`src/rtl/buffer_xbar_pkg.sv`:
```
// Shared field widths and word-layout helpers for the packet-buffer crossbar.
package bpf_xbar_pkg;

  localparam int unsigned ENABLE_BIT = 1;
  localparam int unsigned VLD_BIT    = 1;
  localparam int unsigned RESET_SIG  = 1;

  // {reset_sig, rd_en} sit below the snooper fields in a buffer input word
  localparam int unsigned CTRL_PAD_W = RESET_SIG + ENABLE_BIT;

  function automatic int unsigned bin_w(input int unsigned addr_w, input int unsigned data_w,
                                        input int unsigned inc_w);
    return addr_w + data_w + ENABLE_BIT + inc_w + CTRL_PAD_W;
  endfunction

  function automatic int unsigned bout_w(input int unsigned data_w, input int unsigned plen_w);
    return data_w + VLD_BIT + plen_w;
  endfunction

  // zero fill standing in for {wr_data, wr_en, bytes_inc} on cpu/fwd words
  function automatic int unsigned rd_pad_w(input int unsigned data_w, input int unsigned inc_w);
    return data_w + ENABLE_BIT + inc_w;
  endfunction

endpackage

```
`src/rtl/buffer_xbar_if.sv`:
```
// Ownership-map handshake between the buffer-allocation controller and the crossbar.
interface buffer_xbar_if #(
  parameter int unsigned SEL_WIDTH = 2
);
  logic                 sel_vld;
  logic                 sel_rdy;
  logic                 sel_ack;
  logic                 sel_err;
  logic [SEL_WIDTH-1:0] sn_sel_in;
  logic [SEL_WIDTH-1:0] cpu_sel_in;
  logic [SEL_WIDTH-1:0] fwd_sel_in;
  logic [SEL_WIDTH-1:0] sn_sel;
  logic [SEL_WIDTH-1:0] cpu_sel;
  logic [SEL_WIDTH-1:0] fwd_sel;

  modport master (
    output sel_vld, sn_sel_in, cpu_sel_in, fwd_sel_in,
    input  sel_rdy, sel_ack, sel_err, sn_sel, cpu_sel, fwd_sel
  );

  modport slave (
    input  sel_vld, sn_sel_in, cpu_sel_in, fwd_sel_in,
    output sel_rdy, sel_ack, sel_err, sn_sel, cpu_sel, fwd_sel
  );
endinterface

```
`src/rtl/buffer_xbar_rd_tracker.sv`:
```
// Outstanding-read window for one read agent: busy while any read of the last DEPTH cycles may still return.
module xbar_rd_tracker #(
  parameter int unsigned DEPTH = 3
) (
  input  logic clk,
  input  logic rst_n,
  input  logic rd_en,
  output logic busy
);
  logic [DEPTH-1:0] sr;

  always_ff @(posedge clk) begin
    if (!rst_n) sr <= '0;
    else        sr <= {sr[DEPTH-2:0], rd_en};
  end

  assign busy = |sr;
endmodule

```
`src/rtl/buffer_xbar.sv`:
```
// Registered crossbar between snooper/CPU/forwarder and NUM_BUFS packet buffers,
// with handshaked, legality-checked ownership maps that never move a buffer under a pending read.
module buffer_xbar
  import bpf_xbar_pkg::*;
#(
  parameter int unsigned NUM_BUFS   = 3,
  parameter int unsigned ADDR_WIDTH = 10,
  parameter int unsigned DATA_WIDTH = 64,
  parameter int unsigned INC_WIDTH  = 8,
  parameter int unsigned PLEN_WIDTH = 32,
  parameter int unsigned BUF_RD_LAT = 1,
  parameter int unsigned SEL_WIDTH  = $clog2(NUM_BUFS + 1)
) (
  input  logic                                                 clk,
  input  logic                                                 rst_n,
  input  logic [ADDR_WIDTH+DATA_WIDTH+INC_WIDTH:0]             from_sn,
  input  logic [ADDR_WIDTH+1:0]                                from_cpu,
  input  logic [ADDR_WIDTH+1:0]                                from_fwd,
  output logic [DATA_WIDTH+PLEN_WIDTH:0]                       to_cpu,
  output logic [DATA_WIDTH+PLEN_WIDTH:0]                       to_fwd,
  output logic [NUM_BUFS*(ADDR_WIDTH+DATA_WIDTH+INC_WIDTH+3)-1:0] to_buf,
  input  logic [NUM_BUFS*(DATA_WIDTH+PLEN_WIDTH+1)-1:0]        from_buf,
  buffer_xbar_if.slave                                         sel_bus
);
  localparam int unsigned BIN_W      = bin_w(ADDR_WIDTH, DATA_WIDTH, INC_WIDTH);
  localparam int unsigned BOUT_W     = bout_w(DATA_WIDTH, PLEN_WIDTH);
  localparam int unsigned RD_PAD_W   = rd_pad_w(DATA_WIDTH, INC_WIDTH);
  localparam int unsigned NUM_AGENTS = 3;
  localparam logic [SEL_WIDTH-1:0] MAX_SEL = SEL_WIDTH'(NUM_BUFS);

  logic [SEL_WIDTH-1:0] sn_sel_q, cpu_sel_q, fwd_sel_q;
  logic [SEL_WIDTH-1:0] req [NUM_AGENTS];
  logic                 legal, rdy, ack_q, err_q;
  logic                 cpu_rd, fwd_rd, cpu_busy, fwd_busy;
  logic [BIN_W-1:0]     sn_word, cpu_word, fwd_word;
  logic [BOUT_W-1:0]    cpu_ret, fwd_ret, to_cpu_q, to_fwd_q;

  assign sn_word  = {from_sn, {CTRL_PAD_W{1'b0}}};
  assign cpu_word = {from_cpu[ADDR_WIDTH+1 -: ADDR_WIDTH], {RD_PAD_W{1'b0}}, from_cpu[CTRL_PAD_W-1:0]};
  assign fwd_word = {from_fwd[ADDR_WIDTH+1 -: ADDR_WIDTH], {RD_PAD_W{1'b0}}, from_fwd[CTRL_PAD_W-1:0]};

  // a read only reaches a buffer (and so only needs tracking) when the agent owns one
  assign cpu_rd = from_cpu[0] & (cpu_sel_q != '0);
  assign fwd_rd = from_fwd[0] & (fwd_sel_q != '0);

  xbar_rd_tracker #(.DEPTH(BUF_RD_LAT + 2)) u_cpu_trk (
    .clk(clk), .rst_n(rst_n), .rd_en(cpu_rd), .busy(cpu_busy)
  );
  xbar_rd_tracker #(.DEPTH(BUF_RD_LAT + 2)) u_fwd_trk (
    .clk(clk), .rst_n(rst_n), .rd_en(fwd_rd), .busy(fwd_busy)
  );

  assign rdy = rst_n & ~cpu_busy & ~fwd_busy & ~from_cpu[0] & ~from_fwd[0];

  assign req[0] = sel_bus.sn_sel_in;
  assign req[1] = sel_bus.cpu_sel_in;
  assign req[2] = sel_bus.fwd_sel_in;

  always_comb begin
    legal = 1'b1;
    for (int unsigned i = 0; i < NUM_AGENTS; i++) begin
      if (req[i] > MAX_SEL) legal = 1'b0;
      for (int unsigned j = i + 1; j < NUM_AGENTS; j++) begin
        if (req[i] != '0 && req[i] == req[j]) legal = 1'b0;
      end
    end
  end

  always_ff @(posedge clk) begin
    if (!rst_n) begin
      sn_sel_q  <= '0;
      cpu_sel_q <= '0;
      fwd_sel_q <= '0;
      ack_q     <= 1'b0;
      err_q     <= 1'b0;
    end else begin
      ack_q <= 1'b0;
      err_q <= 1'b0;
      if (sel_bus.sel_vld && rdy) begin
        if (legal) begin
          sn_sel_q  <= req[0];
          cpu_sel_q <= req[1];
          fwd_sel_q <= req[2];
          ack_q     <= 1'b1;
        end else begin
          err_q <= 1'b1;
        end
      end
    end
  end

  // legal maps give each buffer at most one owner, so OR-ing the candidates is a one-hot mux
  for (genvar k = 0; k < NUM_BUFS; k++) begin : g_buf
    localparam logic [SEL_WIDTH-1:0] ID = SEL_WIDTH'(k + 1);
    logic [BIN_W-1:0] word;
    logic [BIN_W-1:0] q;

    always_comb begin
      word = '0;
      if (sn_sel_q  == ID) word = word | sn_word;
      if (cpu_sel_q == ID) word = word | cpu_word;
      if (fwd_sel_q == ID) word = word | fwd_word;
    end

    always_ff @(posedge clk) begin
      if (!rst_n) q <= '0;
      else        q <= word;
    end

    assign to_buf[k*BIN_W +: BIN_W] = q;
  end

  always_comb begin
    cpu_ret = '0;
    fwd_ret = '0;
    for (int unsigned k = 0; k < NUM_BUFS; k++) begin
      if (cpu_sel_q == SEL_WIDTH'(k + 1)) cpu_ret = from_buf[k*BOUT_W +: BOUT_W];
      if (fwd_sel_q == SEL_WIDTH'(k + 1)) fwd_ret = from_buf[k*BOUT_W +: BOUT_W];
    end
  end

  always_ff @(posedge clk) begin
    if (!rst_n) begin
      to_cpu_q <= '0;
      to_fwd_q <= '0;
    end else begin
      to_cpu_q <= cpu_ret;
      to_fwd_q <= fwd_ret;
    end
  end

  assign to_cpu          = to_cpu_q;
  assign to_fwd          = to_fwd_q;
  assign sel_bus.sel_rdy = rdy;
  assign sel_bus.sel_ack = ack_q;
  assign sel_bus.sel_err = err_q;
  assign sel_bus.sn_sel  = sn_sel_q;
  assign sel_bus.cpu_sel = cpu_sel_q;
  assign sel_bus.fwd_sel = fwd_sel_q;
endmodule

```
`src/flat_wrapper.sv`:
```
// flat-port wrapper written by rule: the top's interface ports become plain ports
module buffer_xbar_flat import bpf_xbar_pkg::*;
#(
  parameter int unsigned NUM_BUFS   = 3,
  parameter int unsigned ADDR_WIDTH = 10,
  parameter int unsigned DATA_WIDTH = 64,
  parameter int unsigned INC_WIDTH  = 8,
  parameter int unsigned PLEN_WIDTH = 32,
  parameter int unsigned BUF_RD_LAT = 1,
  parameter int unsigned SEL_WIDTH  = $clog2(NUM_BUFS + 1)
)
  (clk, rst_n, from_sn, from_cpu, from_fwd, to_cpu, to_fwd, to_buf, from_buf, sel_bus_sel_vld, sel_bus_sn_sel_in, sel_bus_cpu_sel_in, sel_bus_fwd_sel_in, sel_bus_sel_rdy, sel_bus_sel_ack, sel_bus_sel_err, sel_bus_sn_sel, sel_bus_cpu_sel, sel_bus_fwd_sel);
  buffer_xbar_if #(.SEL_WIDTH(SEL_WIDTH)) sel_bus_i ();
  input  logic clk;
  input  logic rst_n;
  input  logic [ADDR_WIDTH+DATA_WIDTH+INC_WIDTH:0] from_sn;
  input  logic [ADDR_WIDTH+1:0] from_cpu;
  input  logic [ADDR_WIDTH+1:0] from_fwd;
  output logic [DATA_WIDTH+PLEN_WIDTH:0] to_cpu;
  output logic [DATA_WIDTH+PLEN_WIDTH:0] to_fwd;
  output logic [NUM_BUFS*(ADDR_WIDTH+DATA_WIDTH+INC_WIDTH+3)-1:0] to_buf;
  input  logic [NUM_BUFS*(DATA_WIDTH+PLEN_WIDTH+1)-1:0] from_buf;
  input wire logic [$bits(sel_bus_i.sel_vld)-1:0] sel_bus_sel_vld;
  input wire logic [$bits(sel_bus_i.sn_sel_in)-1:0] sel_bus_sn_sel_in;
  input wire logic [$bits(sel_bus_i.cpu_sel_in)-1:0] sel_bus_cpu_sel_in;
  input wire logic [$bits(sel_bus_i.fwd_sel_in)-1:0] sel_bus_fwd_sel_in;
  output wire logic [$bits(sel_bus_i.sel_rdy)-1:0] sel_bus_sel_rdy;
  output wire logic [$bits(sel_bus_i.sel_ack)-1:0] sel_bus_sel_ack;
  output wire logic [$bits(sel_bus_i.sel_err)-1:0] sel_bus_sel_err;
  output wire logic [$bits(sel_bus_i.sn_sel)-1:0] sel_bus_sn_sel;
  output wire logic [$bits(sel_bus_i.cpu_sel)-1:0] sel_bus_cpu_sel;
  output wire logic [$bits(sel_bus_i.fwd_sel)-1:0] sel_bus_fwd_sel;
  assign sel_bus_i.sel_vld = sel_bus_sel_vld;
  assign sel_bus_i.sn_sel_in = sel_bus_sn_sel_in;
  assign sel_bus_i.cpu_sel_in = sel_bus_cpu_sel_in;
  assign sel_bus_i.fwd_sel_in = sel_bus_fwd_sel_in;
  assign sel_bus_sel_rdy = sel_bus_i.sel_rdy;
  assign sel_bus_sel_ack = sel_bus_i.sel_ack;
  assign sel_bus_sel_err = sel_bus_i.sel_err;
  assign sel_bus_sn_sel = sel_bus_i.sn_sel;
  assign sel_bus_cpu_sel = sel_bus_i.cpu_sel;
  assign sel_bus_fwd_sel = sel_bus_i.fwd_sel;
  buffer_xbar #(.NUM_BUFS(NUM_BUFS), .ADDR_WIDTH(ADDR_WIDTH), .DATA_WIDTH(DATA_WIDTH), .INC_WIDTH(INC_WIDTH), .PLEN_WIDTH(PLEN_WIDTH), .BUF_RD_LAT(BUF_RD_LAT), .SEL_WIDTH(SEL_WIDTH)) u_core (.clk(clk), .rst_n(rst_n), .from_sn(from_sn), .from_cpu(from_cpu), .from_fwd(from_fwd), .to_cpu(to_cpu), .to_fwd(to_fwd), .to_buf(to_buf), .from_buf(from_buf), .sel_bus(sel_bus_i));
endmodule
```
`config.mk`:
```
export PLATFORM = sky130hd
export DESIGN_NAME = buffer_xbar_flat
export DESIGN_NICKNAME = d
export VERILOG_FILES = /design/src/rtl/buffer_xbar_pkg.sv /design/src/rtl/buffer_xbar_if.sv /design/src/rtl/buffer_xbar_rd_tracker.sv /design/src/rtl/buffer_xbar.sv /design/src/flat_wrapper.sv
export SDC_FILE = /design/constraint.sdc
export NUM_CORES = 1
export LEC_CHECK = 0
export CORE_AREA = 2 2 335 337
export CTS_CLUSTER_DIAMETER = 120
export DETAILED_ROUTE_END_ITERATION = 12
export DIE_AREA = 0 0 337 339
export PLACE_DENSITY = 0.39
export REMOVE_ABC_BUFFERS = 1
export SYNTH_ARGS = -nofsm -noshare
export SYNTH_HDL_FRONTEND = slang
export SYNTH_SLANG_ARGS = --single-unit
export TNS_END_PERCENT = 1
```
`constraint.sdc`:
```
create_clock -name clk -period 2.5 [get_ports clk]
set_clock_uncertainty 0.1 [all_clocks]
set_input_delay 0.5 -clock clk [delete_from_list [all_inputs] [get_ports clk]]
set_output_delay 0.5 -clock clk [all_outputs]
set_load 0.02 [all_outputs]
```
==> results of run 1 <==
[what timing repair did]
action                     4_1_cts  5_1_grt
buffers inserted                 1        1
cloned                           0        0
pin swaps                        3        2
setup endpoints to repair        7        1
hold buffers                     0        0
resized for setup               12        3
[logic make-up (layout without fill, tap and decap cells)]
group	after synthesis	after routing	share of synthesized area (%)
AOI/OAI and AO/OA	266	266	11.8
xor gates and xnor gates	1	1	0.0513
buffers and inverters	146	1018	3.36
DFF	463	463	54.3
muxes	200	200	13.2
other	0	7	0
and+or+nand+nor	489	489	17.3
[stage by stage]
step	setup TNS [ns]	area, µm²	power, mW
3_3_place_gp	-0.00845	27600	9.16
2_1_floorplan	-1019.52	16500	8.04
5_1_grt	-0.183	29700	18.9
3_5_place_dp	0	27600	9.18
4_1_cts	-0.259	29700	18.5
6_report	-0.0806	29700	18.2
[area by class of cell]
cell class,instances,area (µm²),share of cell area (%)
Timing Repair Buffer,907,9200,30.9
Antenna cell,7,17.5,0.0589
Tap cell,1488,1860,6.26
Clock inverter,25,338,1.14
Clock buffer,84,1760,5.93
Inverter,2,7.51,0.0253
Multi-Input combinational cell,956,7260,24.4
Sequential cell,463,9280,31.2
[power groups by stage]
stage	sequential (mW)	combinational, mW	clock (mW)
4_1_cts	7.45	1.58	9.50
5_1_grt	7.45	1.66	9.80
2_1_floorplan	7.69	0.355	0
6_report	7.45	1.55	9.16
3_3_place_gp	7.61	1.55	0
3_5_place_dp	7.61	1.57	0
[state kept, by name (all words and copies together) (netlist names)]
signal / flops
u_core.g_buf.q: 255
u_core.to_cpu: 97
u_core.to_fwd: 97
u_core.u_cpu_trk.sr: 3
u_core.u_fwd_trk.sr: 3
u_core.sel_bus.cpu_sel: 2
u_core.sel_bus.fwd_sel: 2
u_core.sel_bus.sn_sel: 2
u_core.sel_bus.sel_ack: 1
u_core.sel_bus.sel_err: 1
[Yosys cell counts]
cell | n | area (µm²)
nor2_1 | 3 | 11.3
buf_4 | 1 | 7.51
inv_1 | 2 | 7.51
nand2_1 | 42 | 158
o211a_1 | 3 | 30.0
and2_1 | 80 | 500
buf_2 | 17 | 85.1
xnor2_1 | 1 | 8.76
nor3_1 | 1 | 5.00
a31o_2 | 1 | 8.76
o221ai_1 | 1 | 8.76
dfxtp_1 | 463 | 9270
a21boi_1 | 10 | 75.1
nand4_1 | 1 | 6.26
a22o_1 | 2 | 17.5
a22oi_1 | 231 | 1730
buf_1 | 16 | 60.1
clkbuf_1 | 110 | 413
nor3_2 | 1 | 10.0
a21boi_0 | 18 | 135
nand2b_1 | 3 | 18.8
nor2b_1 | 207 | 1290
and4bb_1 | 1 | 12.5
nand3_1 | 1 | 5.00
or4_1 | 1 | 7.51
mux2_2 | 194 | 2180
and3_1 | 148 | 926
mux2i_1 | 6 | 60.1
[path summary, 6_finish.rpt]
check	startpoint	endpoint	slack (ns)
worst max-delay path	u_core.u_cpu_trk.sr[2]	sel_bus_sel_rdy	-0.08
worst min-delay path	rst_n	u_core.g_buf[1].q[82]	0.26
worst max register to register	u_core.u_cpu_trk.sr[2]	u_core.sel_bus.fwd_sel[0]	0.36
worst min register to register	u_core.u_fwd_trk.sr[0]	u_core.u_fwd_trk.sr[1]	0.37
[per-layer routing]
layer,up-vias,wire [µm],global-route usage (%)
li1,7162,-,-
met1,7484,35400,16.8
met2,631,45200,27.1
met3,143,7810,5.67
met4,40,2010,3.52
met5,-,253,0
[worst max-delay path: stages, from the launching register on]
cell	delay (ns)
dfxtp_1	0.30
or4_4	0.53
nor3_4	0.16
and3_4	0.22
buf_6	0.11
==> qor.txt, run 1 <==
status -> finished, violations left
failing checks -> setup timing
DR iter-0 viols -> 589
global-route wire length before repair -> 126000 µm
Placement Rows -> 122
routability cong. -> 0.808
Total GRT Usage -> 15.1%
most common cell after layout, fill and taps aside -> clkdlybuf4s50_1
Final Instance Count excl. Fillers -> 3932
FF+latch count, synth -> 463
proportion of layout cells with a drive suffix above 1 -> 14.5%
Worst Hold Depth -> 3
Mean Syn Cell Area -> 10.9 µm²
Max clock buf depth -> 3
internal power -> 13.9 mW
P&R area growth vs syn -> 74.3%
Max FO, Critical Path -> 2
crit share post-route -> 103%
fillers -> 11.5k
# setup viols final -> 1
register area share after synthesis -> 54.3%
Core Footprint -> 110000 µm²
initial antenna violation count -> 29
Synth warnings -> 0
Worst EP required -> 1.90 ns
pre-CTS setup slack -> 0.00512 ns
sequential power share -> 41.0%
hold slack -> 0.262 ns
root buf cell -> clkbuf_16
Startpoint Class -> flip-flop
WL/cell -> 23.1 µm
I/O pins -> 865
Die ar. -> 114000 µm²
power share of the combinational group -> 8.6%
Die Width -> 337 µm
Pwr Density -> 611 nW/µm²
antenna-violating nets left -> 0
P_sw -> 4.27 mW
sinks on the clock net -> 463
clock share of power -> 50.4%
Clock Latency Late Sink -> 0.65 ns
Hold Fails Final Rpt -> 0
largest net degree at the start of global routing -> 176
Slew Viols, Final -> 0
LEAKAGE -> 10.7 nW
# Max-Cap Violations -> 0
H-tree levels -> 2
DRC -> 0
Setup CP Type -> reg -> out
Final Core Density -> 26.9%
FMAX -> 0.388 GHz
Cells after DPL -> 3814
grt total ovfl -> 0
Pre-antenna DRT Iters -> 5
RSZ-0062 raised after global routing -> true
crit path time final -> 2.58 ns
Post-Syn Instances -> 1565
port bufs -> 864
most frequent cells in the layout -> clkdlybuf4s50_1 (856), dfxtp_1 (459), a22oi_1 (231)
CTS buffer count -> 59
post-synthesis cell area -> 17100 µm²
post-synth cell types -> 28
Worst-path clk slew -> 0.06 ns
vias in the first global route -> 16.5k
worst slew pin tran -> 0.813 ns
Worst IR Drop VDD -> 0.000486 V
PnR worst setup slack -> -0.0806 ns
DR vias/cell -> 3.93
Switching Fraction -> 23.5%
Critical Path AT -> 1.98 ns
CP Capture Type -> output pin
die height -> 339 µm
worst hold path type -> in -> reg
hpwl dp -> 68500 µm
routed wire length -> 90700 µm
Initial Util -> 15.5%
total number of vias -> 15.5k
Final #Nets -> 2796
worst reg-to-reg path cell count -> 6
slew margin rel. -> 45.8%
CTS tree -> done
(Power assumes the default switching activity.)
==> run 2, diff against run 1 <==
SLEW_MARGIN = 10   (was default)
==> results of run 2 <==
The final DEF is identical to that of run 1; final timing and power are the same.
==> run 3, diff against run 2 <==
CTS_CLUSTER_DIAMETER = default   (was 120)
==> results of run 3 <==
The final DEF is identical to that of run 1; final timing and power are the same.
